==> src/rtl/mem_arbiter_if.sv <==
// Main-memory port bundle between the arbiter and the memory model.
// master: drives strobe/address/write data; slave: returns read data.
interface mem_arbiter_if;
  logic        mem_en;
  logic        mem_wr;
  logic [15:0] mem_addr;
  logic [15:0] mem_wdata;
  logic        mem_data_valid;
  logic [15:0] mem_rdata;

  modport master (
    output mem_en,
    output mem_wr,
    output mem_addr,
    output mem_wdata,
    input  mem_data_valid,
    input  mem_rdata
  );

  modport slave (
    input  mem_en,
    input  mem_wr,
    input  mem_addr,
    input  mem_wdata,
    output mem_data_valid,
    output mem_rdata
  );
endinterface

==> src/rtl/mem_arbiter.sv <==
// Main-memory arbiter: store > D-fill > I-fill, 8-beat block fills.
// Ports: clk/rst_n, I/D miss + store requests, mem bus, fill beats out.
module mem_arbiter (
  input  logic        clk,
  input  logic        rst_n,
  input  logic        i_miss_i,
  input  logic [15:0] i_addr_i,
  input  logic        d_miss_i,
  input  logic [15:0] d_addr_i,
  input  logic        d_wr_req_i,
  input  logic [15:0] d_wr_addr_i,
  input  logic [15:0] d_wr_data_i,
  mem_arbiter_if.master mem,
  output logic [15:0] rdata_o,
  output logic [2:0]  rbeat_o,
  output logic        i_valid_o,
  output logic        d_valid_o,
  output logic        i_done_o,
  output logic        d_done_o,
  output logic        d_wr_ack_o
);
  localparam logic [3:0] BEATS = 4'd8;

  typedef enum logic [1:0] {
    IDLE, WRITE, D_FILL, I_FILL
  } state_e;

  state_e      state_q;
  logic [3:0]  iss_q;
  logic [3:0]  ret_q;
  logic [15:0] addr_q;
  logic [15:0] wdata_q;

  logic fill;
  logic issuing;
  logic beat;
  logic done;

  // Fills always start on a 16-byte boundary.
  logic unused_addr_lo;
  assign unused_addr_lo = ^{i_addr_i[3:0], d_addr_i[3:0]};

  assign fill    = (state_q == D_FILL) || (state_q == I_FILL);
  assign issuing = fill && (iss_q < BEATS);
  assign beat    = fill && mem.mem_data_valid && (ret_q < BEATS);
  assign done    = beat && (ret_q == BEATS - 4'd1);

  always_comb begin
    mem.mem_en    = 1'b0;
    mem.mem_wr    = 1'b0;
    mem.mem_addr  = '0;
    mem.mem_wdata = '0;
    unique case (1'b1)
      state_q == WRITE: begin
        mem.mem_en    = 1'b1;
        mem.mem_wr    = 1'b1;
        mem.mem_addr  = addr_q;
        mem.mem_wdata = wdata_q;
      end
      issuing: begin
        mem.mem_en   = 1'b1;
        // Word offset lives in bits 3:1 only; no carry out.
        mem.mem_addr = {addr_q[15:4], iss_q[2:0], 1'b0};
      end
      default: ;
    endcase
  end

  assign rdata_o    = beat ? mem.mem_rdata : '0;
  assign rbeat_o    = beat ? ret_q[2:0] : '0;
  assign i_valid_o  = beat && (state_q == I_FILL);
  assign d_valid_o  = beat && (state_q == D_FILL);
  assign i_done_o   = done && (state_q == I_FILL);
  assign d_done_o   = done && (state_q == D_FILL);
  assign d_wr_ack_o = (state_q == WRITE);

  always_ff @(posedge clk or negedge rst_n) begin
    if (!rst_n) begin
      state_q <= IDLE;
      iss_q   <= '0;
      ret_q   <= '0;
      addr_q  <= '0;
      wdata_q <= '0;
    end else begin
      unique case (state_q)
        IDLE: begin
          iss_q <= '0;
          ret_q <= '0;
          if (d_wr_req_i) begin
            state_q <= WRITE;
            addr_q  <= d_wr_addr_i;
            wdata_q <= d_wr_data_i;
          end else if (d_miss_i) begin
            state_q <= D_FILL;
            addr_q  <= {d_addr_i[15:4], 4'h0};
          end else if (i_miss_i) begin
            state_q <= I_FILL;
            addr_q  <= {i_addr_i[15:4], 4'h0};
          end
        end
        WRITE: state_q <= IDLE;
        default: begin
          if (issuing) iss_q <= iss_q + 4'd1;
          if (beat)    ret_q <= ret_q + 4'd1;
          if (done)    state_q <= IDLE;
        end
      endcase
    end
  end
endmodule

==> src/flat_wrapper.sv <==
// flat-port wrapper written by rule: the top's interface ports become plain ports
module mem_arbiter_flat 
  (clk, rst_n, i_miss_i, i_addr_i, d_miss_i, d_addr_i, d_wr_req_i, d_wr_addr_i, d_wr_data_i, rdata_o, rbeat_o, i_valid_o, d_valid_o, i_done_o, d_done_o, d_wr_ack_o, mem_mem_en, mem_mem_wr, mem_mem_addr, mem_mem_wdata, mem_mem_data_valid, mem_mem_rdata);
  mem_arbiter_if mem_i ();
  input  logic clk;
  input  logic rst_n;
  input  logic i_miss_i;
  input  logic [15:0] i_addr_i;
  input  logic d_miss_i;
  input  logic [15:0] d_addr_i;
  input  logic d_wr_req_i;
  input  logic [15:0] d_wr_addr_i;
  input  logic [15:0] d_wr_data_i;
  output logic [15:0] rdata_o;
  output logic [2:0] rbeat_o;
  output logic i_valid_o;
  output logic d_valid_o;
  output logic i_done_o;
  output logic d_done_o;
  output logic d_wr_ack_o;
  output wire logic [$bits(mem_i.mem_en)-1:0] mem_mem_en;
  output wire logic [$bits(mem_i.mem_wr)-1:0] mem_mem_wr;
  output wire logic [$bits(mem_i.mem_addr)-1:0] mem_mem_addr;
  output wire logic [$bits(mem_i.mem_wdata)-1:0] mem_mem_wdata;
  input wire logic [$bits(mem_i.mem_data_valid)-1:0] mem_mem_data_valid;
  input wire logic [$bits(mem_i.mem_rdata)-1:0] mem_mem_rdata;
  assign mem_mem_en = mem_i.mem_en;
  assign mem_mem_wr = mem_i.mem_wr;
  assign mem_mem_addr = mem_i.mem_addr;
  assign mem_mem_wdata = mem_i.mem_wdata;
  assign mem_i.mem_data_valid = mem_mem_data_valid;
  assign mem_i.mem_rdata = mem_mem_rdata;
  mem_arbiter u_core (.clk(clk), .rst_n(rst_n), .i_miss_i(i_miss_i), .i_addr_i(i_addr_i), .d_miss_i(d_miss_i), .d_addr_i(d_addr_i), .d_wr_req_i(d_wr_req_i), .d_wr_addr_i(d_wr_addr_i), .d_wr_data_i(d_wr_data_i), .mem(mem_i), .rdata_o(rdata_o), .rbeat_o(rbeat_o), .i_valid_o(i_valid_o), .d_valid_o(d_valid_o), .i_done_o(i_done_o), .d_done_o(d_done_o), .d_wr_ack_o(d_wr_ack_o));
endmodule
==> config.mk <==
export PLATFORM = sky130hd
export DESIGN_NAME = mem_arbiter_flat
export DESIGN_NICKNAME = d
export VERILOG_FILES = /design/src/rtl/mem_arbiter_if.sv /design/src/rtl/mem_arbiter.sv /design/src/flat_wrapper.sv
export SDC_FILE = /design/constraint.sdc
export NUM_CORES = 1
export LEC_CHECK = 0
export CAP_MARGIN = 25
export CELL_PAD_IN_SITES_DETAIL_PLACEMENT = 0
export CELL_PAD_IN_SITES_GLOBAL_PLACEMENT = 1
export CORE_ASPECT_RATIO = 0.9
export CORE_MARGIN = 2
export CORE_UTILIZATION = 30
export CTS_BUF_LIST = sky130_fd_sc_hd__clkbuf_16
export DETAILED_ROUTE_END_ITERATION = 12
export PLACE_DENSITY_LB_ADDON = 0.2
export SYNTH_ARGS = -nofsm -noshare
export SYNTH_HDL_FRONTEND = slang
export SYNTH_SLANG_ARGS = --single-unit
==> constraint.sdc <==
create_clock -name clk -period 3.51 [get_ports clk]
set_input_delay 0.5265 -clock clk [delete_from_list [all_inputs] [get_ports clk]]
set_output_delay 0.5265 -clock clk [all_outputs]
set_load 0.02 [all_outputs]
==> run metrics, run 1 <==
switching share of power 35.9%; Seq/Total Area, Yosys 43.1%; root buf cell clkbuf_16; maximum buffer depth of the clock tree 2; #FFs+latches synth 42; die area 8870 sq um; area delta synth->final 63.8%; Worst VDD drop 291 uV; Worst setup SP type input port; antenna cells 0; Die Ht 89.5 um; die width 99.0 um; DP Area 3840 sq um; Worst Skew 0.00563 ns; Post-synth ARST share 100%; RR Endpoint u_core.wdata_q[6]; Reg2Reg Depth 3; register area 1050 sq um; Port Buf Inserts 135; CTS tree done; NetSw 994 uW; status completed; FILL cells 729; # IOs 144; Synth top cells by count and2_1 (48), dfrtp_1 (42), o21ai_0 (28); Detailed Route Iter0 Violations 27; Detailed Route WL 6240 um; Critical R2R Launch u_core.state_q[1]; cts repair resizes 0; reg2reg setup slack 1.88 ns; Sequential Power Share 31.7%; top cells by area, synth dfrtp_1 (43%), and2_1 (12%), mux2_4 (9.9%); Slew Limit Headroom 57.0%; hold_buf cts 0; Total GRT Usage 13.9%; Top FF cell, synth dfrtp_1; Netlist cell types 32; Post-Syn Area 2440 sq um; mean post-synth cell area 10.8 sq um; Antenna Nets Post-Route 0; max_cap viols 0; Yosys top cell area share 43.1%; Post-synth EDFFs 0; total global routing overflow 0; CTS buffer count 5; kind of critical path in2out; Synth area leader dfrtp_1; Pint 1780 uW; clock slew at reported path FFs 0.06 ns; CP endpoint kind output pin; number of setup violations in the final report 0; gpl congestion 0.692; Initial Util 30.7%; Core Area 7950 sq um; Pwr per Cell Area 693 nW/um^2; Ys Warns 0; fin crit period 2.81 ns; Setup TNS Final 0 ns; fin nets 443; CTS sink count 42; Layout Cell Area excl Fill 3990 sq um; top layer in use met4; Leak Pwr 0.00169 uW; cell with the most instances after synthesis and2_1; Final Cycle Share 80.0%; Via-to-Cell Ratio 4.54; Fin. Hold Viols 0; Multi-input gate area 1270 sq um; post-CTS setup repair buffer count 0; Worst Tran Pin Value 0.644 ns; vias in the first global route 1,995; critical path startpoint mem_mem_data_valid; CP endpoint rbeat_o[1]; Cells after Synth 225; wire length per cell 13.7 um; share of layout cells above drive strength 1 12.6%; first-pass GRT wire length 9870 um; router iterations before antenna repair 4; via count 2,067; Critical Path RT 2.98 ns; pin count of the biggest net entering global routing 43; Syn Nets 313; RSZ-0062 raised after global routing no; Post-route DRC 0; DP HPWL 4730 um; Max Freq 0.356 GHz; met3 WL 404 um; CP Max Fanout 15; metal1 wirelength 2620 um; initial antenna violation count 0; FP Rows 31; Slew Limit Fails 0; CTS H-tree lvls 2; Detail Route met2 WL 3160 um; Comb power frac 52.7%; WP data arrival 2.28 ns; Clk pwr share 15.6%; worst hold-check path type in2async; worst skew pair latency 0.28 ns
[cells in the final DEF, fill, tap and decap left out]
master           count
clkdlybuf4s50_1    134
and2_1              48
dfrtp_1             42
o21ai_0             28
mux2_4              16
mux2i_1             15
mux2_2              12
nand2_1              7
a22o_1               6
clkbuf_16            5
buf_4                5
a21oi_1              4
inv_1                4
nor2_1               4
and2_4               2
a32o_1               2
nor2b_1              2
xnor2_1              2
o22ai_1              2
ha_1                 2
and2b_1              1
nor2_2               1
and3b_1              1
and4b_1              1
and3_1               1
xor2_1               1
or2_1                1
nor3_4               1
nand2b_1             1
nand3_1              1
clkinv_1             1
clkinv_2             1
buf_2                1
buf_12               1
[routing by layer]
layer / track usage [%] / up-vias
met3: 4.14 / 7
met4: 3.36 / 0
met2: 24.1 / 55
li1: - / 1030
met1: 17.3 / 975
met5: 0 / -
[layout make-up]
class | count | share of cell area [%]
clock buffers | 5 | 3.13
inverters | 3 | 0.282
flip-flops and latches | 42 | 26.3
clock inverters | 3 | 0.313
well taps | 99 | 3.10
repair buffers | 141 | 35.2
multi-input cells | 162 | 31.7
[worst min-delay path by stage]
stage	to	start	depth (start not counted)
after detailed placement	u_core.wdata_q[12]	u_core.wdata_q[12]	1
after global placement	u_core.addr_q[0]	u_core.addr_q[0]	1
after floorplan	u_core.addr_q[0]	rst_n	0
after CTS	u_core.wdata_q[10]	rst_n	1
final	u_core.wdata_q[10]	rst_n	1
after global routing	u_core.wdata_q[10]	rst_n	1
[through the flow]
step | setup WS, ns | instances | utilization (%) | total power [uW] | hold slack, ns
finish | 0.703 | 455 | 50.2 | 2770 | 0.0509
global route | 0.544 | 455 | 50.2 | 2960 | 0.0453
CTS | 0.653 | 454 | 50.0 | 2800 | 0.437
detailed placement | 0.669 | 446 | 48.2 | 2370 | 0.485
global placement | 0.679 | 446 | 48.2 | 2340 | 0.475
floorplan | 1.67 | 225 | - | 1760 | 0.231
[flip-flops by register name (all words and copies together), names as in the netlist]
register	count
u_core.state_q	2
u_core.wdata_q	16
u_core.addr_q	16
u_core.ret_q	4
u_core.iss_q	4
[power groups by stage]
stage                     clock network [uW]  logic [uW]  registers [uW]
after global routing                     463        1590             914
final                                    432        1460             877
after CTS                                439        1490             881
after detailed placement                   0        1480             887
after floorplan                            0         932             823
after global placement                     0        1470             877
[cell families (layout without fill, tap and decap cells)]
group | Yosys count | count (layout) | synth area share (%)
multiplexers | 43 | 43 | 21.5
flip-flops | 42 | 42 | 43.1
AO/OA/AOI/OAI | 42 | 42 | 10.1
adder cells (fa/ha/maj) | 2 | 2 | 1.03
XOR/XNOR | 3 | 3 | 1.08
AND/OR/NAND/NOR | 72 | 72 | 18.2
buffers and inverters | 21 | 152 | 4.98
[critical path: stages]
cell and delay, ns:
clkdlybuf4s50_1 0.46, and3b_1 0.29, buf_4 0.24, and2_4 0.16, clkdlybuf4s50_1 0.60
Power figures use the tool's default switching activity.
==> run 2, diff against run 1 <==
CORE_UTILIZATION = 25   (was 30)
clock period = 2.4 ns   (was 3.51 ns; I/O delays follow)
==> run metrics, run 2 (synthesis results as in run 1) <==
fin nets 447 (+0.90%); via count 2,063 (-0.19%); vias in the first global route 1,988 (-0.35%); wire length per cell 13.1 um (-4.4%); Detailed Route Iter0 Violations 106 (+290%); Port Buf Inserts 135 (unchanged); Core Area 9570 sq um (+20%); Post-route DRC 0 (unchanged); FP Rows 34 (+9.7%); CP endpoint kind output pin; Initial Util 25.5% (-5.2 points); clock slew at reported path FFs 0.06 ns (about the same); Worst setup SP type input port; CTS sink count 42 (unchanged); die width 108 um (+9.2%); Slew Limit Headroom 59.4% (+2.3 points); Worst Skew 0.00735 ns (+0.00171 ns); CTS tree done; Die Ht 97.7 um (+9.1%); worst hold-check path type in2async; Slew Limit Fails 0 (unchanged); fin crit period 2.31 ns; WP data arrival 1.95 ns (-0.33 ns); total global routing overflow 0 (unchanged); Pwr per Cell Area 1030 nW/um^2 (+49%); Total GRT Usage 12.1% (-1.8 points); placed insts 478 (+7.2%); CP Max Fanout 4 (-11); Sequential Power Share 30.3% (-1.4 points); Critical Path RT 2.04 ns (-0.94 ns); Setup TNS Final 0 ns (unchanged); Worst Tran Pin Value 0.610 ns (-0.0348 ns); Clk pwr share 17.9% (+2.3 points); pin count of the biggest net entering global routing 43 (unchanged); final setup margin 0.0898 ns (-0.613 ns); final hold slack 0.0374 ns (-0.0135 ns); maximum buffer depth of the clock tree 2 (unchanged); NetSw 1490 uW (+50%); gpl congestion 0.675 (-2.4%); Antenna Nets Post-Route 0 (unchanged); FILL cells 965 (+32%); Pint 2750 uW (+55%); cts repair resizes 0 (unchanged); highest-count cells in the layout ignoring fill and taps clkdlybuf4s50_1 (133), and2_1 (48), dfrtp_1 (40), o21ai_0 (28), mux2_4 (16); max_cap viols 0 (unchanged); worst slack, placed 0.0825 ns (-0.586 ns); Max Freq 0.433 GHz; router iterations before antenna repair 4 (unchanged); RSZ-0062 raised after global routing no; Final Cycle Share 96.3%; first-pass GRT wire length 10,000 um (+1.7%); # IOs 144 (unchanged); switching share of power 35.2% (-0.73 points); Via-to-Cell Ratio 4.24 (-6.6%); number of setup violations in the final report 0 (unchanged); Detailed Route WL 6370 um (+2.2%); biggest regs u_core.addr_q (16), u_core.wdata_q (16); Final Power 4250 uW (+53%); initial antenna violation count 0 (unchanged); DP HPWL 4750 um (+0.55%); root buf cell clkbuf_16; Worst VDD drop 352 uV (+21%); non-filler cells, final 486 (+6.8%); status completed; die area 10,600 sq um (+19%); share of layout cells above drive strength 1 14.4% (+1.8 points); Leak Pwr 0.00174 uW (+3.1%); antenna cells 0 (unchanged); Fin. Hold Viols 0 (unchanged); Comb power frac 51.8% (-0.9 points); CTS buffer count 5 (unchanged); hold_buf cts 0 (unchanged); area delta synth->final 68.8%; worst skew pair latency 0.28 ns (about the same); post-CTS setup repair buffer count 0 (unchanged); CTS H-tree lvls 2 (unchanged); kind of critical path in2out; commonest non-fill, non-tap cell in the layout clkdlybuf4s50_1
run 2: power by group through the flow:
| stage | clock (uW) | sequential [uW] | combinational (uW) |
|---|---|---|---|
| 2_1_floorplan | 0 | 1200 | 1360 |
| 3_3_place_gp | 0 | 1280 | 2210 |
| 3_5_place_dp | 0 | 1290 | 2240 |
| 4_1_cts | 771 | 1280 | 2250 |
| 5_1_grt | 805 | 1340 | 2380 |
| 6_report | 761 | 1280 | 2200 |
run 2: area by class of cell:
cell class | count | area, sq um | area share, %
well taps | 126 | 158 | 3.83
flip-flops and latches | 42 | 1050 | 25.6
clock buffers | 5 | 125 | 3.04
multi-input cells | 162 | 1270 | 30.8
clock inverters | 3 | 41.3 | 1.00
repair buffers | 145 | 1460 | 35.5
inverters | 3 | 11.3 | 0.274
run 2: critical path: stages:
cell and delay (ns):
clkdlybuf4s50_1 0.47, and3b_1 0.22, buf_4 0.16, and2_4 0.14, clkdlybuf4s50_1 0.60
run 2: through the flow:
step	util [%]	cell area, sq um
finish	43.0	4120
global route	43.0	4120
CTS	43.0	4110
detailed placement	41.2	3950
global placement	41.2	3950
floorplan	-	2440
run 2: path summary, 6_finish.rpt:
| kind | from | end | slack (ns) | cells past startpoint |
|---|---|---|---|---|
| worst max-delay path | mem_mem_data_valid | rbeat_o[1] | 0.09 | 5 |
| worst min-delay path | rst_n | u_core.wdata_q[11] | 0.04 | 2 |
| worst max register to register | u_core.state_q[1] | u_core.wdata_q[11] | 0.79 | 4 |
| worst min register to register | u_core.addr_q[5] | u_core.addr_q[5] | 0.50 | 2 |
| max in group asynchronous | rst_n | u_core.state_q[0] | 2.13 | 2 |
| min in group clk | u_core.addr_q[5] | u_core.addr_q[5] | 0.50 | 2 |
run 2: routing by layer:
metal	track usage [%]	routed length [um]	vias up
met5	0	0	-
met4	4.24	133	0
met1	15.5	2880	954
met3	3.55	421	9
met2	19.4	2940	66
li1	-	-	1034
